[config.mk]
export PLATFORM = sky130hd
export DESIGN_NAME = hp_rd_req_scheduler
export DESIGN_NICKNAME = d
export VERILOG_FILES = /design/src/rtl/hp_rd_req_scheduler.sv
export SDC_FILE = /design/constraint.sdc
export NUM_CORES = 1
export LEC_CHECK = 0
export BUFFER_PORTS_ARGS = -buffer_cell sky130_fd_sc_hd__buf_2
export CAP_MARGIN = 15
export CORE_MARGIN = 2
export CORE_UTILIZATION = 42
export DETAILED_ROUTE_END_ITERATION = 10
export HOLD_SLACK_MARGIN = 0.06
export PLACE_DENSITY = 0.68
export SYNTH_ARGS = -nofsm -noshare
export SYNTH_HDL_FRONTEND = slang
export SYNTH_SLANG_ARGS = --single-unit
[constraint.sdc]
create_clock -name trn_clk -period 4.15 [get_ports trn_clk]
set_clock_uncertainty 0.05 [all_clocks]
set_input_delay 0.83 -clock trn_clk [delete_from_list [all_inputs] [get_ports trn_clk]]
set_output_delay 0.83 -clock trn_clk [all_outputs]
set_load 0.05 [all_outputs]
[src/rtl/hp_rd_req_scheduler.sv]
// Huge-page read-request scheduler.
// Owns one host huge page at a time in strict round-robin order, slices it
// into chunk read requests for the TX engine, limits the number of chunks in
// flight to the tag space and requests the page-completed write once every
// chunk of the page has been requested and its completion data received.
module hp_rd_req_scheduler #(
   parameter int NUMB_HP         = 2,
   parameter int CHUNK_QW        = 64,
   parameter int MAX_OUTSTANDING = 16,
   parameter int QW_W            = 19
) (
   input  logic            trn_clk,
   input  logic            reset_n,
   input  logic            huge_page_status_0,
   input  logic            huge_page_status_1,
   input  logic [63:0]     huge_page_base_0,
   input  logic [63:0]     huge_page_base_1,
   input  logic [QW_W-1:0] huge_page_qw_0,
   input  logic [QW_W-1:0] huge_page_qw_1,
   output logic [63:0]     huge_page_addr,
   output logic [8:0]      qwords_to_rd,
   output logic            read_chunk,
   input  logic            read_chunk_ack,
   input  logic            chunk_cpl_done,
   output logic            send_huge_page_rd_completed,
   input  logic            send_huge_page_rd_completed_ack,
   output logic            huge_page_free_0,
   output logic            huge_page_free_1,
   output logic            hp_index
);

   typedef enum logic [2:0] {
      IDLE,
      REQ,
      POST,
      DRAIN,
      NOTIFY
   } state_t;

   state_t            state;
   state_t            state_next;
   logic [QW_W-1:0]   remaining;
   logic [QW_W-1:0]   remaining_after;
   logic [4:0]        outstanding;
   logic              sel_status;
   logic [63:0]       sel_base;
   logic [QW_W-1:0]   sel_qw;
   logic              below_cap;
   logic              issue_accept;
   logic              cpl_accept;

   // Length of the next chunk: a full chunk, or whatever is left of the page.
   function automatic logic [8:0] chunk_len(input logic [QW_W-1:0] rem);
      if (rem > QW_W'(CHUNK_QW)) begin
         chunk_len = 9'(CHUNK_QW);
      end else begin
         chunk_len = rem[8:0];
      end
   endfunction

   assign sel_status      = hp_index ? huge_page_status_1 : huge_page_status_0;
   assign sel_base        = hp_index ? huge_page_base_1   : huge_page_base_0;
   assign sel_qw          = hp_index ? huge_page_qw_1     : huge_page_qw_0;
   assign below_cap       = (outstanding < 5'(MAX_OUTSTANDING));
   assign remaining_after = remaining - QW_W'(qwords_to_rd);
   assign issue_accept    = read_chunk & read_chunk_ack;
   assign cpl_accept      = chunk_cpl_done & (outstanding != 5'd0);

   // State register.
   always_ff @(posedge trn_clk) begin
      if (!reset_n) begin
         state <= IDLE;
      end else begin
         state <= state_next;
      end
   end

   // Next-state decode and the two request handshakes.
   always_comb begin
      state_next                  = state;
      read_chunk                  = 1'b0;
      send_huge_page_rd_completed = 1'b0;
      case (state)
         IDLE: begin
            if (sel_status) begin
               state_next = (sel_qw == '0) ? NOTIFY : REQ;
            end
         end
         REQ: begin
            if (remaining == '0) begin
               state_next = DRAIN;
            end else if (below_cap) begin
               read_chunk = 1'b1;
               if (read_chunk_ack) begin
                  state_next = POST;
               end
            end
         end
         POST: begin
            state_next = REQ;
         end
         DRAIN: begin
            if (outstanding == 5'd0) begin
               state_next = NOTIFY;
            end
         end
         NOTIFY: begin
            send_huge_page_rd_completed = 1'b1;
            if (send_huge_page_rd_completed_ack) begin
               state_next = IDLE;
            end
         end
         default: begin
            state_next = IDLE;
         end
      endcase
   end

   // Page walk: open the page, advance address/remaining after each accepted
   // chunk (length precomputed so it is valid as soon as REQ is entered),
   // release the page and move to the next one once page-done is accepted.
   always_ff @(posedge trn_clk) begin
      if (!reset_n) begin
         huge_page_addr   <= 64'd0;
         qwords_to_rd     <= 9'd0;
         remaining        <= '0;
         hp_index         <= 1'b0;
         huge_page_free_0 <= 1'b0;
         huge_page_free_1 <= 1'b0;
      end else begin
         huge_page_free_0 <= 1'b0;
         huge_page_free_1 <= 1'b0;
         case (state)
            IDLE: begin
               if (sel_status) begin
                  huge_page_addr <= sel_base;
                  remaining      <= sel_qw;
                  qwords_to_rd   <= chunk_len(sel_qw);
               end
            end
            POST: begin
               huge_page_addr <= huge_page_addr + {52'd0, qwords_to_rd, 3'b000};
               remaining      <= remaining_after;
               qwords_to_rd   <= chunk_len(remaining_after);
            end
            NOTIFY: begin
               if (send_huge_page_rd_completed_ack) begin
                  huge_page_free_0 <= ~hp_index;
                  huge_page_free_1 <= hp_index;
                  hp_index         <= (hp_index == 1'(NUMB_HP - 1)) ? 1'b0 : ~hp_index;
               end
            end
            default: begin
            end
         endcase
      end
   end

   // Chunks in flight: up on an accepted request, down on a completion,
   // a stray completion with nothing in flight is dropped.
   always_ff @(posedge trn_clk) begin
      if (!reset_n) begin
         outstanding <= 5'd0;
      end else if (issue_accept && !cpl_accept) begin
         outstanding <= outstanding + 5'd1;
      end else if (!issue_accept && cpl_accept) begin
         outstanding <= outstanding - 5'd1;
      end
   end

endmodule
==> results.toml <==
[run_status]
status = "finished clean"

[clock_tree]
cts_tree = "built"
clk_pin_slew_ps = 80
h-tree-depth = 3
numCtsBuffers = 9
post_cts_resized = 0
clockRootBuffer = "clkbuf_16"
clock_sinks = 103
cts_setup_buffers = 0
cts_hold_buf = 0
clock_path_buffers = 2
clk-insertion-delay-late_ps = 360

[critical_path]
critPathKind = "reg2reg"
cp_num_buf_inv = 1
cp_top_family = "compound AO/OA/AOI/OAI gates"
worst_setup_path_end_kind = "flop"
arrival_ps = 3480
slowest_delay_ps = 500
crit_path_start_kind = "flop"
cp_slowest_cell = "a311oi_1"
cp_data_required_time_ps = 4350
critPathMaxFanout = 7
cp_cell_sequence = "ha_1 -> inv_1 -> fa_1 -> a21oi_1 -> o211ai_1 -> a311oi_1 -> o221ai_1 -> nor4_1 -> nand4_1 -> o211a_1"

[timing]
finalSetupViolations = 0
hold_slack_ps = 455
finalMaxSlewViolations = 0
rsz0062_at_grt = "no"
period_needed_ps = 3270
final_hold_viol_count = 0
relSlewSlack_pct = 49.4
setup_ws_ps = 875
tightest_slew_ps = 756
fin_crit_sh_pct = 78.9
setup_tns_ps = 0
max_freq_mhz = 305

[synth]
synth-main-ff-cell = "dfxtp_1"
synth_top_area_cell = "dfxtp_1"
ys_ff_latch = 103
synth_top_area_share_pct = 26.6
synth_cell_types = 72
syn-cell-area_um2 = 7760
synthTopCellsByArea = "dfxtp_1 27%, mux2i_1 7.6%, a21oi_1 5.4%"
synth_area_per_cell_um2 = 7.72
ys_warn_count = 0
syn_inst = 1005
syn_nets = 1203
synth_edf_count = 0
ys_seq_area_share_pct = 26.6
async_reset_ff_share_pct = 0

[flow_run]
cap_violations = 0

[finish]
final_cell_mix = "250 x buf_2, 103 x nor2_1, 102 x dfxtp_1"
drive_gt1_share_pct = 26.7
final_common_cell = "buf_2"
area_growth_pct = 22.0
final_area_um2 = 9470
final_util_pct = 52.5
final_nets = 1409
nFillCells = 1806

[drt]
dr_total_vias = 8650
routed_wl_um = 26700
drc_errors = 0
drt_iter0_drc = 756
antenna_left = 0
viasPerCell = 5.98
routedWlPerCell_um = 18.5
drtPass1Iterations = 6

[pwr]
peakVddDrop_mv = 0.298
p_clk_share_pct = 24.5
powerDensity_nw_per_um2 = 410
internal-power_uw = 2240
p_leak_uw = 0.00382
seq_power_share_pct = 33.3
switching_share_pct = 42.4
power_switching_uw = 1650
pwr-share-comb_pct = 42.2

[min_path]
holdCritPathClass = "reg2reg"

[place]
hpwl_um = 19700
place_congestion = 0.913
pre_cts_slack_ps = 957
dpl_cell_area_um2 = 9150
portBuffers = 250

[global_routing]
grt_first_pass_wirelength_um = 41800
antenna_found_initial = 1
overflow = 0
grt_use_total_pct = 26.2
grt_pass1_vias = 7804
grt_max_degree = 61

[floorplanning]
die_w_um = 140
coreArea_um2 = 18000
die_area_um2 = 19600
ioPinCount = 251
die_h_um = 140
rows = 49
start_util_pct = 43.1
-- flip-flops by register name, summed over array words and instances (netlist names) --
signal,flops
huge_page_addr,64
huge_page_free_1,1
remaining,19
hp_index,1
state,3
qwords_to_rd,9
outstanding,5
huge_page_free_0,1
-- routing by layer --
layer  wire (um)  vias to the layer above  track usage, %
li1            -                     4207               -
met1       11800                     4055            35.0
met2       12500                      347            43.8
met3        1750                       41            3.62
met4         596                        0            8.42
met5           0                        -               0
-- per-stage QoR --
stage                     total power (uW)  std cells
after global routing                  4110       1446
after floorplan                       2470       1005
final                                 3880       1446
after detailed placement              2930       1429
after global placement                2920       1429
after CTS                             3870       1445
-- path summary, 6_finish.rpt --
check	from	cells after the start	end	slack, ps
setup / recovery	qwords_to_rd[0]$_SDFFE_PN0P_	10	qwords_to_rd[6]$_SDFFE_PN0P_	880
hold reg to reg	huge_page_addr[0]$_SDFFE_PN0P_	2	huge_page_addr[0]$_SDFFE_PN0P_	460
hold / removal	huge_page_addr[0]$_SDFFE_PN0P_	2	huge_page_addr[0]$_SDFFE_PN0P_	460
setup reg to reg	qwords_to_rd[0]$_SDFFE_PN0P_	10	qwords_to_rd[6]$_SDFFE_PN0P_	880
-- Yosys cell counts (8+ instances only) --
library cell and n:
o21a_1 10, buf_1 9, nor4_1 15, a21oi_1 83
xor2_1 9, a221oi_1 8, a21o_1 13, and2_1 8
nand3_1 34, nor3_1 35, nand4_1 28, mux2i_1 59
o221ai_1 9, nor2_1 103, o211ai_1 11, clkbuf_1 50
a211oi_1 23, and3_1 19, a31oi_1 11, xnor2_1 12
o21ai_0 79, ha_1 22, inv_1 30, mux2_2 26
o31a_1 8, dfxtp_1 103, a311oi_1 13, nor2b_1 16
nand2_1 63
-- cell families (layout without fill, tap and decap cells) --
family	count (synthesis)	count (layout)	synth area share [%]
and+or+nand+nor	361	361	23.7
AOI/OAI and AO/OA	311	311	26.7
DFF	103	103	26.6
buffers and inverters	99	310	5.01
muxes	85	85	11.4
adders and majority gates	25	25	4.32
xor gates and xnor gates	21	21	2.37
other	0	1	0
-- layout make-up --
class	count	area, um2	area share, %
diodes	1	2.50	0.0264
clock buffers	10	229	2.42
clock inverters	6	92.6	0.978
inverters	30	113	1.19
multi-input cells	803	5330	56.2
flip-flops and latches	103	2070	21.8
well taps	229	287	3.03
repair buffers	264	1360	14.3
-- tightest hold or removal path: cells and delay by family, from the launching register on --
family / cells / cell delay (ps)
flip-flops: 1 / 320
AND/OR/NAND/NOR: 1 / 90
AO/OA/AOI/OAI: 1 / 50
-- power groups by stage --
stage,logic (uW),clock network (uW),registers (uW)
after global placement,1610,0,1310
final,1640,951,1290
after global routing,1800,995,1310
after floorplan,944,0,1530
after CTS,1630,955,1290
after detailed placement,1620,0,1310
No activity file was read; power rests on OpenSTA's default activity.
